### src/rtl/uart_tx_arbiter_if.sv
// Handshake bundle between the byte requesters, the round-robin arbiter and the UART transmitter.
// The slave modport is the arbiter's view; master is the surrounding environment.
interface uart_tx_arbiter_if #(
  parameter int NUM_REQ   = 4,
  parameter int DIV_WIDTH = 24
);
  logic [NUM_REQ-1:0]   req_valid;
  logic [8*NUM_REQ-1:0] req_data;
  logic [NUM_REQ-1:0]   req_ack;
  logic [2:0]           grant_id;
  logic                 busy;

  logic [1:0]           cfg_data_bits;
  logic                 cfg_has_parity;
  logic [1:0]           cfg_parity_mode;
  logic                 cfg_extra_stop;
  logic [DIV_WIDTH-1:0] cfg_divisor;

  logic                 tx_ready;
  logic                 tx_transmit;
  logic [7:0]           tx_data;
  logic [1:0]           tx_data_bits;
  logic                 tx_has_parity;
  logic [1:0]           tx_parity_mode;
  logic                 tx_extra_stop;
  logic [DIV_WIDTH-1:0] tx_divisor;

  modport slave (
    input  req_valid, req_data,
    input  cfg_data_bits, cfg_has_parity, cfg_parity_mode, cfg_extra_stop, cfg_divisor,
    input  tx_ready,
    output req_ack, grant_id, busy,
    output tx_transmit, tx_data, tx_data_bits, tx_has_parity, tx_parity_mode,
    output tx_extra_stop, tx_divisor
  );

  modport master (
    output req_valid, req_data,
    output cfg_data_bits, cfg_has_parity, cfg_parity_mode, cfg_extra_stop, cfg_divisor,
    output tx_ready,
    input  req_ack, grant_id, busy,
    input  tx_transmit, tx_data, tx_data_bits, tx_has_parity, tx_parity_mode,
    input  tx_extra_stop, tx_divisor
  );
endinterface

### src/rtl/uart_tx_arbiter.sv
// Round-robin arbiter sharing one UART transmitter among NUM_REQ byte requesters.
// Sequences the transmit pulse, a guard window and the wait for tx_ready; config only changes between frames.
module uart_tx_arbiter #(
  parameter int NUM_REQ      = 4,
  parameter int GUARD_CYCLES = 2,
  parameter int DIV_WIDTH    = 24
) (
  input logic               clk,
  input logic               rst,
  uart_tx_arbiter_if.slave  bus
);

  localparam int GW = (GUARD_CYCLES < 2) ? 1 : $clog2(GUARD_CYCLES + 1);

  typedef enum logic [1:0] {
    S_IDLE  = 2'd0,
    S_SEND  = 2'd1,
    S_GUARD = 2'd2,
    S_WAIT  = 2'd3
  } state_t;

  state_t               r_state;
  state_t               w_state_next;
  logic [2:0]           r_rr_ptr,      w_rr_ptr_next;
  logic [GW-1:0]        r_guard_cnt,   w_guard_cnt_next;
  logic                 r_tx_transmit, w_tx_transmit_next;
  logic [7:0]           r_tx_data,     w_tx_data_next;
  logic [NUM_REQ-1:0]   r_req_ack,     w_req_ack_next;
  logic [2:0]           r_grant_id,    w_grant_id_next;
  logic                 r_busy,        w_busy_next;
  logic [1:0]           r_data_bits,   w_data_bits_next;
  logic                 r_has_parity,  w_has_parity_next;
  logic [1:0]           r_parity_mode, w_parity_mode_next;
  logic                 r_extra_stop,  w_extra_stop_next;
  logic [DIV_WIDTH-1:0] r_divisor,     w_divisor_next;

  logic [7:0]           w_req_bytes [NUM_REQ];
  logic                 w_found;
  logic [2:0]           w_sel;
  logic [7:0]           w_sel_data;

  for (genvar gi = 0; gi < NUM_REQ; gi++) begin : g_unpack
    assign w_req_bytes[gi] = bus.req_data[8*gi +: 8];
  end

  // Scan rr_ptr+1, rr_ptr+2, ... by matching each constant (offset, index) pair against the pointer.
  always_comb begin
    w_found    = 1'b0;
    w_sel      = '0;
    w_sel_data = '0;
    for (int k = 1; k <= NUM_REQ; k++) begin
      for (int i = 0; i < NUM_REQ; i++) begin
        if (!w_found && bus.req_valid[i] &&
            (r_rr_ptr == 3'((i - k + NUM_REQ) % NUM_REQ))) begin
          w_found    = 1'b1;
          w_sel      = 3'(i);
          w_sel_data = w_req_bytes[i];
        end
      end
    end
  end

  always_comb begin
    w_state_next       = r_state;
    w_rr_ptr_next      = r_rr_ptr;
    w_guard_cnt_next   = r_guard_cnt;
    w_tx_transmit_next = 1'b0;
    w_req_ack_next     = '0;
    w_tx_data_next     = r_tx_data;
    w_grant_id_next    = r_grant_id;
    w_data_bits_next   = r_data_bits;
    w_has_parity_next  = r_has_parity;
    w_parity_mode_next = r_parity_mode;
    w_extra_stop_next  = r_extra_stop;
    w_divisor_next     = r_divisor;

    case (r_state)
      S_IDLE: begin
        if (bus.tx_ready && w_found) begin
          w_state_next       = S_SEND;
          w_tx_transmit_next = 1'b1;
          w_tx_data_next     = w_sel_data;
          w_grant_id_next    = w_sel;
          w_rr_ptr_next      = w_sel;
          for (int i = 0; i < NUM_REQ; i++) begin
            w_req_ack_next[i] = (w_sel == 3'(i));
          end
        end else begin
          w_data_bits_next   = bus.cfg_data_bits;
          w_has_parity_next  = bus.cfg_has_parity;
          w_parity_mode_next = bus.cfg_parity_mode;
          w_extra_stop_next  = bus.cfg_extra_stop;
          w_divisor_next     = bus.cfg_divisor;
        end
      end
      S_SEND: begin
        w_guard_cnt_next = GW'(GUARD_CYCLES);
        w_state_next     = S_GUARD;
      end
      S_GUARD: begin
        // The transmitter may still report ready from before the pulse; ignore it here.
        w_guard_cnt_next = r_guard_cnt - GW'(1);
        if (r_guard_cnt <= GW'(1)) begin
          w_state_next = S_WAIT;
        end
      end
      S_WAIT: begin
        if (bus.tx_ready) begin
          w_state_next = S_IDLE;
        end
      end
      default: w_state_next = S_IDLE;
    endcase

    w_busy_next = (w_state_next != S_IDLE);
  end

  always_ff @(posedge clk or posedge rst) begin
    if (rst) begin
      r_state       <= S_IDLE;
      r_rr_ptr      <= 3'(NUM_REQ - 1);
      r_guard_cnt   <= '0;
      r_tx_transmit <= 1'b0;
      r_tx_data     <= '0;
      r_req_ack     <= '0;
      r_grant_id    <= '0;
      r_busy        <= 1'b0;
      r_data_bits   <= '0;
      r_has_parity  <= 1'b0;
      r_parity_mode <= '0;
      r_extra_stop  <= 1'b0;
      r_divisor     <= DIV_WIDTH'(10);
    end else begin
      r_state       <= w_state_next;
      r_rr_ptr      <= w_rr_ptr_next;
      r_guard_cnt   <= w_guard_cnt_next;
      r_tx_transmit <= w_tx_transmit_next;
      r_tx_data     <= w_tx_data_next;
      r_req_ack     <= w_req_ack_next;
      r_grant_id    <= w_grant_id_next;
      r_busy        <= w_busy_next;
      r_data_bits   <= w_data_bits_next;
      r_has_parity  <= w_has_parity_next;
      r_parity_mode <= w_parity_mode_next;
      r_extra_stop  <= w_extra_stop_next;
      r_divisor     <= w_divisor_next;
    end
  end

  assign bus.tx_transmit    = r_tx_transmit;
  assign bus.tx_data        = r_tx_data;
  assign bus.req_ack        = r_req_ack;
  assign bus.grant_id       = r_grant_id;
  assign bus.busy           = r_busy;
  assign bus.tx_data_bits   = r_data_bits;
  assign bus.tx_has_parity  = r_has_parity;
  assign bus.tx_parity_mode = r_parity_mode;
  assign bus.tx_extra_stop  = r_extra_stop;
  assign bus.tx_divisor     = r_divisor;

endmodule

### src/flat_wrapper.sv
// flat-port wrapper written by rule: the top's interface ports become plain ports
module uart_tx_arbiter_flat 
#(
  parameter int NUM_REQ      = 4,
  parameter int GUARD_CYCLES = 2,
  parameter int DIV_WIDTH    = 24
)
  (clk, rst, bus_req_valid, bus_req_data, bus_cfg_data_bits, bus_cfg_has_parity, bus_cfg_parity_mode, bus_cfg_extra_stop, bus_cfg_divisor, bus_tx_ready, bus_req_ack, bus_grant_id, bus_busy, bus_tx_transmit, bus_tx_data, bus_tx_data_bits, bus_tx_has_parity, bus_tx_parity_mode, bus_tx_extra_stop, bus_tx_divisor);
  uart_tx_arbiter_if #(.NUM_REQ(NUM_REQ), .DIV_WIDTH(DIV_WIDTH)) bus_i ();
  input logic clk;
  input logic rst;
  input wire logic [$bits(bus_i.req_valid)-1:0] bus_req_valid;
  input wire logic [$bits(bus_i.req_data)-1:0] bus_req_data;
  input wire logic [$bits(bus_i.cfg_data_bits)-1:0] bus_cfg_data_bits;
  input wire logic [$bits(bus_i.cfg_has_parity)-1:0] bus_cfg_has_parity;
  input wire logic [$bits(bus_i.cfg_parity_mode)-1:0] bus_cfg_parity_mode;
  input wire logic [$bits(bus_i.cfg_extra_stop)-1:0] bus_cfg_extra_stop;
  input wire logic [$bits(bus_i.cfg_divisor)-1:0] bus_cfg_divisor;
  input wire logic [$bits(bus_i.tx_ready)-1:0] bus_tx_ready;
  output wire logic [$bits(bus_i.req_ack)-1:0] bus_req_ack;
  output wire logic [$bits(bus_i.grant_id)-1:0] bus_grant_id;
  output wire logic [$bits(bus_i.busy)-1:0] bus_busy;
  output wire logic [$bits(bus_i.tx_transmit)-1:0] bus_tx_transmit;
  output wire logic [$bits(bus_i.tx_data)-1:0] bus_tx_data;
  output wire logic [$bits(bus_i.tx_data_bits)-1:0] bus_tx_data_bits;
  output wire logic [$bits(bus_i.tx_has_parity)-1:0] bus_tx_has_parity;
  output wire logic [$bits(bus_i.tx_parity_mode)-1:0] bus_tx_parity_mode;
  output wire logic [$bits(bus_i.tx_extra_stop)-1:0] bus_tx_extra_stop;
  output wire logic [$bits(bus_i.tx_divisor)-1:0] bus_tx_divisor;
  assign bus_i.req_valid = bus_req_valid;
  assign bus_i.req_data = bus_req_data;
  assign bus_i.cfg_data_bits = bus_cfg_data_bits;
  assign bus_i.cfg_has_parity = bus_cfg_has_parity;
  assign bus_i.cfg_parity_mode = bus_cfg_parity_mode;
  assign bus_i.cfg_extra_stop = bus_cfg_extra_stop;
  assign bus_i.cfg_divisor = bus_cfg_divisor;
  assign bus_i.tx_ready = bus_tx_ready;
  assign bus_req_ack = bus_i.req_ack;
  assign bus_grant_id = bus_i.grant_id;
  assign bus_busy = bus_i.busy;
  assign bus_tx_transmit = bus_i.tx_transmit;
  assign bus_tx_data = bus_i.tx_data;
  assign bus_tx_data_bits = bus_i.tx_data_bits;
  assign bus_tx_has_parity = bus_i.tx_has_parity;
  assign bus_tx_parity_mode = bus_i.tx_parity_mode;
  assign bus_tx_extra_stop = bus_i.tx_extra_stop;
  assign bus_tx_divisor = bus_i.tx_divisor;
  uart_tx_arbiter #(.NUM_REQ(NUM_REQ), .GUARD_CYCLES(GUARD_CYCLES), .DIV_WIDTH(DIV_WIDTH)) u_core (.clk(clk), .rst(rst), .bus(bus_i));
endmodule
### config.mk
export PLATFORM = sky130hd
export DESIGN_NAME = uart_tx_arbiter_flat
export DESIGN_NICKNAME = d
export VERILOG_FILES = /design/src/rtl/uart_tx_arbiter_if.sv /design/src/rtl/uart_tx_arbiter.sv /design/src/flat_wrapper.sv
export SDC_FILE = /design/constraint.sdc
export NUM_CORES = 1
export LEC_CHECK = 0
export ABC_AREA = 1
export CORE_ASPECT_RATIO = 1.25
export CORE_MARGIN = 2
export CORE_UTILIZATION = 42
export DETAILED_ROUTE_END_ITERATION = 12
export PLACE_DENSITY = 0.88
export SYNTH_ARGS = -nofsm -noshare
export SYNTH_HDL_FRONTEND = slang
export SYNTH_SLANG_ARGS = --single-unit
export TNS_END_PERCENT = 20
### constraint.sdc
create_clock -name clk -period 2.3 [get_ports clk]
set_input_delay 0.46 -clock clk [delete_from_list [all_inputs] [get_ports clk]]
set_output_delay 0.46 -clock clk [all_outputs]
set_load 0.05 [all_outputs]
==> results_dict.tcl, run 1 <==
set metrics [dict create \
    status "complete, but fails checks" \
    violations "negative setup slack" \
    grt.overflow.total 0 \
    switching_share 0.515 \
    synthToLayoutAreaGrowth_pct 57.6 \
    grt_pass1_vias 4215 \
    fmax_mhz 411 \
    cp-end-kind "register" \
    switching_power_mw 3.93 \
    hold_violations 0 \
    ir_drop_uv 1010 \
    io_buffers 114 \
    n_antenna_cell 0 \
    intPower_mw 3.69 \
    routed_wl_um 12400 \
    synthCells 536 \
    drt-initial-drc-count 208 \
    hp-class "reg2reg" \
    critical_path_required_ns 2.55 \
    rsz0062_at_grt "true" \
    cap_violations 0 \
    drt_first_pass_iters 5 \
    numCtsBuffers 5 \
    dieArea_um2 9220 \
    min_period_over_period 1.06 \
    clk_path_buf_depth 2 \
    grt_pass1_wl_um 19100 \
    synth_seq_cells 52 \
    htree_num_levels 2 \
    clock-skew-final_ns 0.0111 \
    worst_slack_ns -0.133 \
    r2r_cells 15 \
    cts_root_buf "clkbuf_8" \
    chipWidth_um 86.3 \
    fin_setup_tns_ns -3.64 \
    synth_top_area_share 0.338 \
    dpl.hpwl_um 9000 \
    combPwrFrac 0.695 \
    cp_max_fo 9 \
    powerDensity_nw_per_um2 1360 \
    drive_above_1_share 0.181 \
    syn_nets 610 \
    grt.total_usage 0.257 \
    route.detailed.drc 0 \
    wl_per_cell_um 15.5 \
    p_leak_nw 2.80 \
    tightest_slew_ns 0.532 \
    p_seq_frac 0.214 \
    synth_area_um2 3560 \
    nets 775 \
    arrival_ns 2.69 \
    ys_seq_area_frac 0.367 \
    synth_area_leaders "dfrtp_1 (34%), nand2_1 (18%), nand3_1 (13%), nor2_1 (10%), inv_1 (5.0%)" \
    clk_pin_slew_worst_paths_ns 0.10 \
    io_pins 116 \
    fin_crit_ns 2.43 \
    core_um2 8240 \
    gp_congestion 0.974 \
    clock_sinks 52 \
    antenna_found_initial 0 \
    drtAntennaViolNets 0 \
    die_y_um 107 \
    whs_path_depth 2 \
    ctsHoldBuffers 0 \
    ys_warn_count 0 \
    num_vias 4324 \
    avgSynthCellArea_um2 6.63 \
    relSlewSlack 0.644 \
    yosysTopAreaCell "dfrtp_1" \
    grt_max_degree 53 \
    drv_slew 0 \
    rows 37 \
    startpoint_type "input port" \
    routed_via_density 5.41 \
    p_clk_frac 0.091 \
    r2r_setup_slack_ns -0.13 \
    start_util 0.432 \
    cts_tree "done" \
    worstSkewPairLatency_ns 0.32 \
    synth.distinct_cells 32 \
    setup_violations 48 \
    dp_slack_ns -0.415 \
    path_class "in2reg" \
]
==> cells in the mapped netlist <==
cell type	n
nand2_1	167
nor2_1	95
nand3_1	94
dfrtp_1	48
inv_1	47
nand4_1	19
buf_2	11
clkbuf_1	5
ha_1	5
nor2_2	5
dfstp_2	4
inv_2	4
nor2_8	4
clkinv_1	3
nand2_2	3
nor3_1	3
nand3_4	2
nand4_4	2
o21ai_0	2
a211oi_1	1
a21oi_1	1
a31oi_1	1
buf_4	1
conb_1	1
nand3_2	1
nand3b_2	1
nand4_2	1
nor2_4	1
nor3_2	1
o211ai_1	1
o21ai_1	1
o31ai_1	1
==> critical path, stage by stage <==
cell and delay [ns]:
clkdlybuf4s50_1 0.50, nand2_2 0.14, nand3_4 0.11, nor2_8 0.13, nand4_4 0.11, nor2_8 0.12, nand4_4 0.11, nor3_4 0.16
nand4_1 0.18, nand2_2 0.17, buf_12 0.16, clkbuf_16 0.15, nand3_1 0.07, nand2_1 0.10
==> path summary, 6_finish.rpt <==
check | startpoint | endpoint
worst max-delay path | bus_req_valid[1] | u_core.bus.tx_divisor[0]
worst min-delay path | u_core.bus.tx_divisor[3] | u_core.bus.tx_divisor[3]
worst max register to register | u_core.r_rr_ptr[0] | u_core.bus.tx_divisor[0]
worst min register to register | u_core.bus.tx_divisor[3] | u_core.bus.tx_divisor[3]
max in group asynchronous | rst | u_core.r_rr_ptr[1]
min in group asynchronous | rst | u_core.bus.tx_divisor[9]
==> layout by cell type (no fill, tap or decap), types with 10 or more instances in the layout <==
cell type / instances
nand2_2: 10
inv_1: 41
nor2_1: 90
inv_2: 11
nand2_1: 159
buf_4: 46
clkdlybuf4s50_1: 114
nand3_1: 87
dfrtp_1: 48
nand4_1: 19
==> what timing repair did <==
| action | 4_1_cts | 5_1_grt |
|---|---|---|
| gates cloned | 2 | 2 |
| pin swaps | 9 | 20 |
| setup buffers | 1 | 4 |
| setup endpoints to repair | 50 | 50 |
| gates resized for setup | 17 | 23 |
==> sequential cells by signal (all words and copies together), names as in the netlist <==
register	flops
u_core.bus.tx_divisor	24
u_core.bus.tx_data	8
u_core.bus.req_ack	4
u_core.bus.grant_id	2
u_core.bus.tx_data_bits	2
u_core.bus.tx_parity_mode	2
u_core.r_guard_cnt	2
u_core.r_rr_ptr	2
u_core.r_state	2
u_core.bus.busy	1
u_core.bus.tx_extra_stop	1
u_core.bus.tx_has_parity	1
u_core.bus.tx_transmit	1
==> final cells by class <==
type	count	area [um2]
clock buffer	7	96.3
timing repair buffer	175	1780
sequential	52	1310
multi-input combinational	413	2070
tap	97	121
fill	656	2640
inverter	54	203
clock inverter	1	30.0
==> logic make-up (layout without fill, tap and decap cells) <==
family / Yosys count / count (layout) / share of synthesized area
other cells: 1 / 1 / 0.00105
compound gates: 8 / 8 / 0.0137
flops: 52 / 52 / 0.367
simple gates: 399 / 399 / 0.520
buf+inv: 71 / 237 / 0.0799
fa+ha+maj: 5 / 5 / 0.0176
==> routing by layer <==
layer / up-vias / wire, um / track usage
li1: 2039 / - / -
met5: - / 0 / 0
met3: 56 / 1180 / 0.0570
met4: 0 / 419 / 0.118
met2: 251 / 6260 / 0.462
met1: 1978 / 4520 / 0.285
==> stage by stage <==
step           power (mW)  cell area, um2  hold slack (ns)  utilization  cells
2_1_floorplan        4.72            3560            0.464            -    536
3_3_place_gp         6.41            5230            0.450        0.634    782
3_5_place_dp         6.55            5230            0.457        0.634    782
4_1_cts              7.39            5450            0.471        0.662    793
5_1_grt              8.08            5600            0.499        0.680    799
6_report             7.62            5600            0.470        0.680    799
==> power groups by stage <==
| stage | logic, mW | clock network, mW | registers (mW) |
|---|---|---|---|
| 4_1_cts | 5.08 | 0.703 | 1.61 |
| 6_report | 5.29 | 0.694 | 1.63 |
| 2_1_floorplan | 1.89 | 0 | 2.83 |
| 5_1_grt | 5.68 | 0.738 | 1.65 |
| 3_3_place_gp | 4.80 | 0 | 1.61 |
| 3_5_place_dp | 4.95 | 0 | 1.60 |
Power figures use the tool's default switching activity.
==> run 2, diff against run 1 <==
--- a/config.mk
+++ b/config.mk
@@ -6,6 +6,7 @@
 export NUM_CORES = 1
 export LEC_CHECK = 0
 export ABC_AREA = 1
+export CAP_MARGIN = 10
 export CORE_ASPECT_RATIO = 1.25
 export CORE_MARGIN = 2
 export CORE_UTILIZATION = 42
==> results of run 2 <==
Final layout, timing and power as in run 1 (identical DEF).
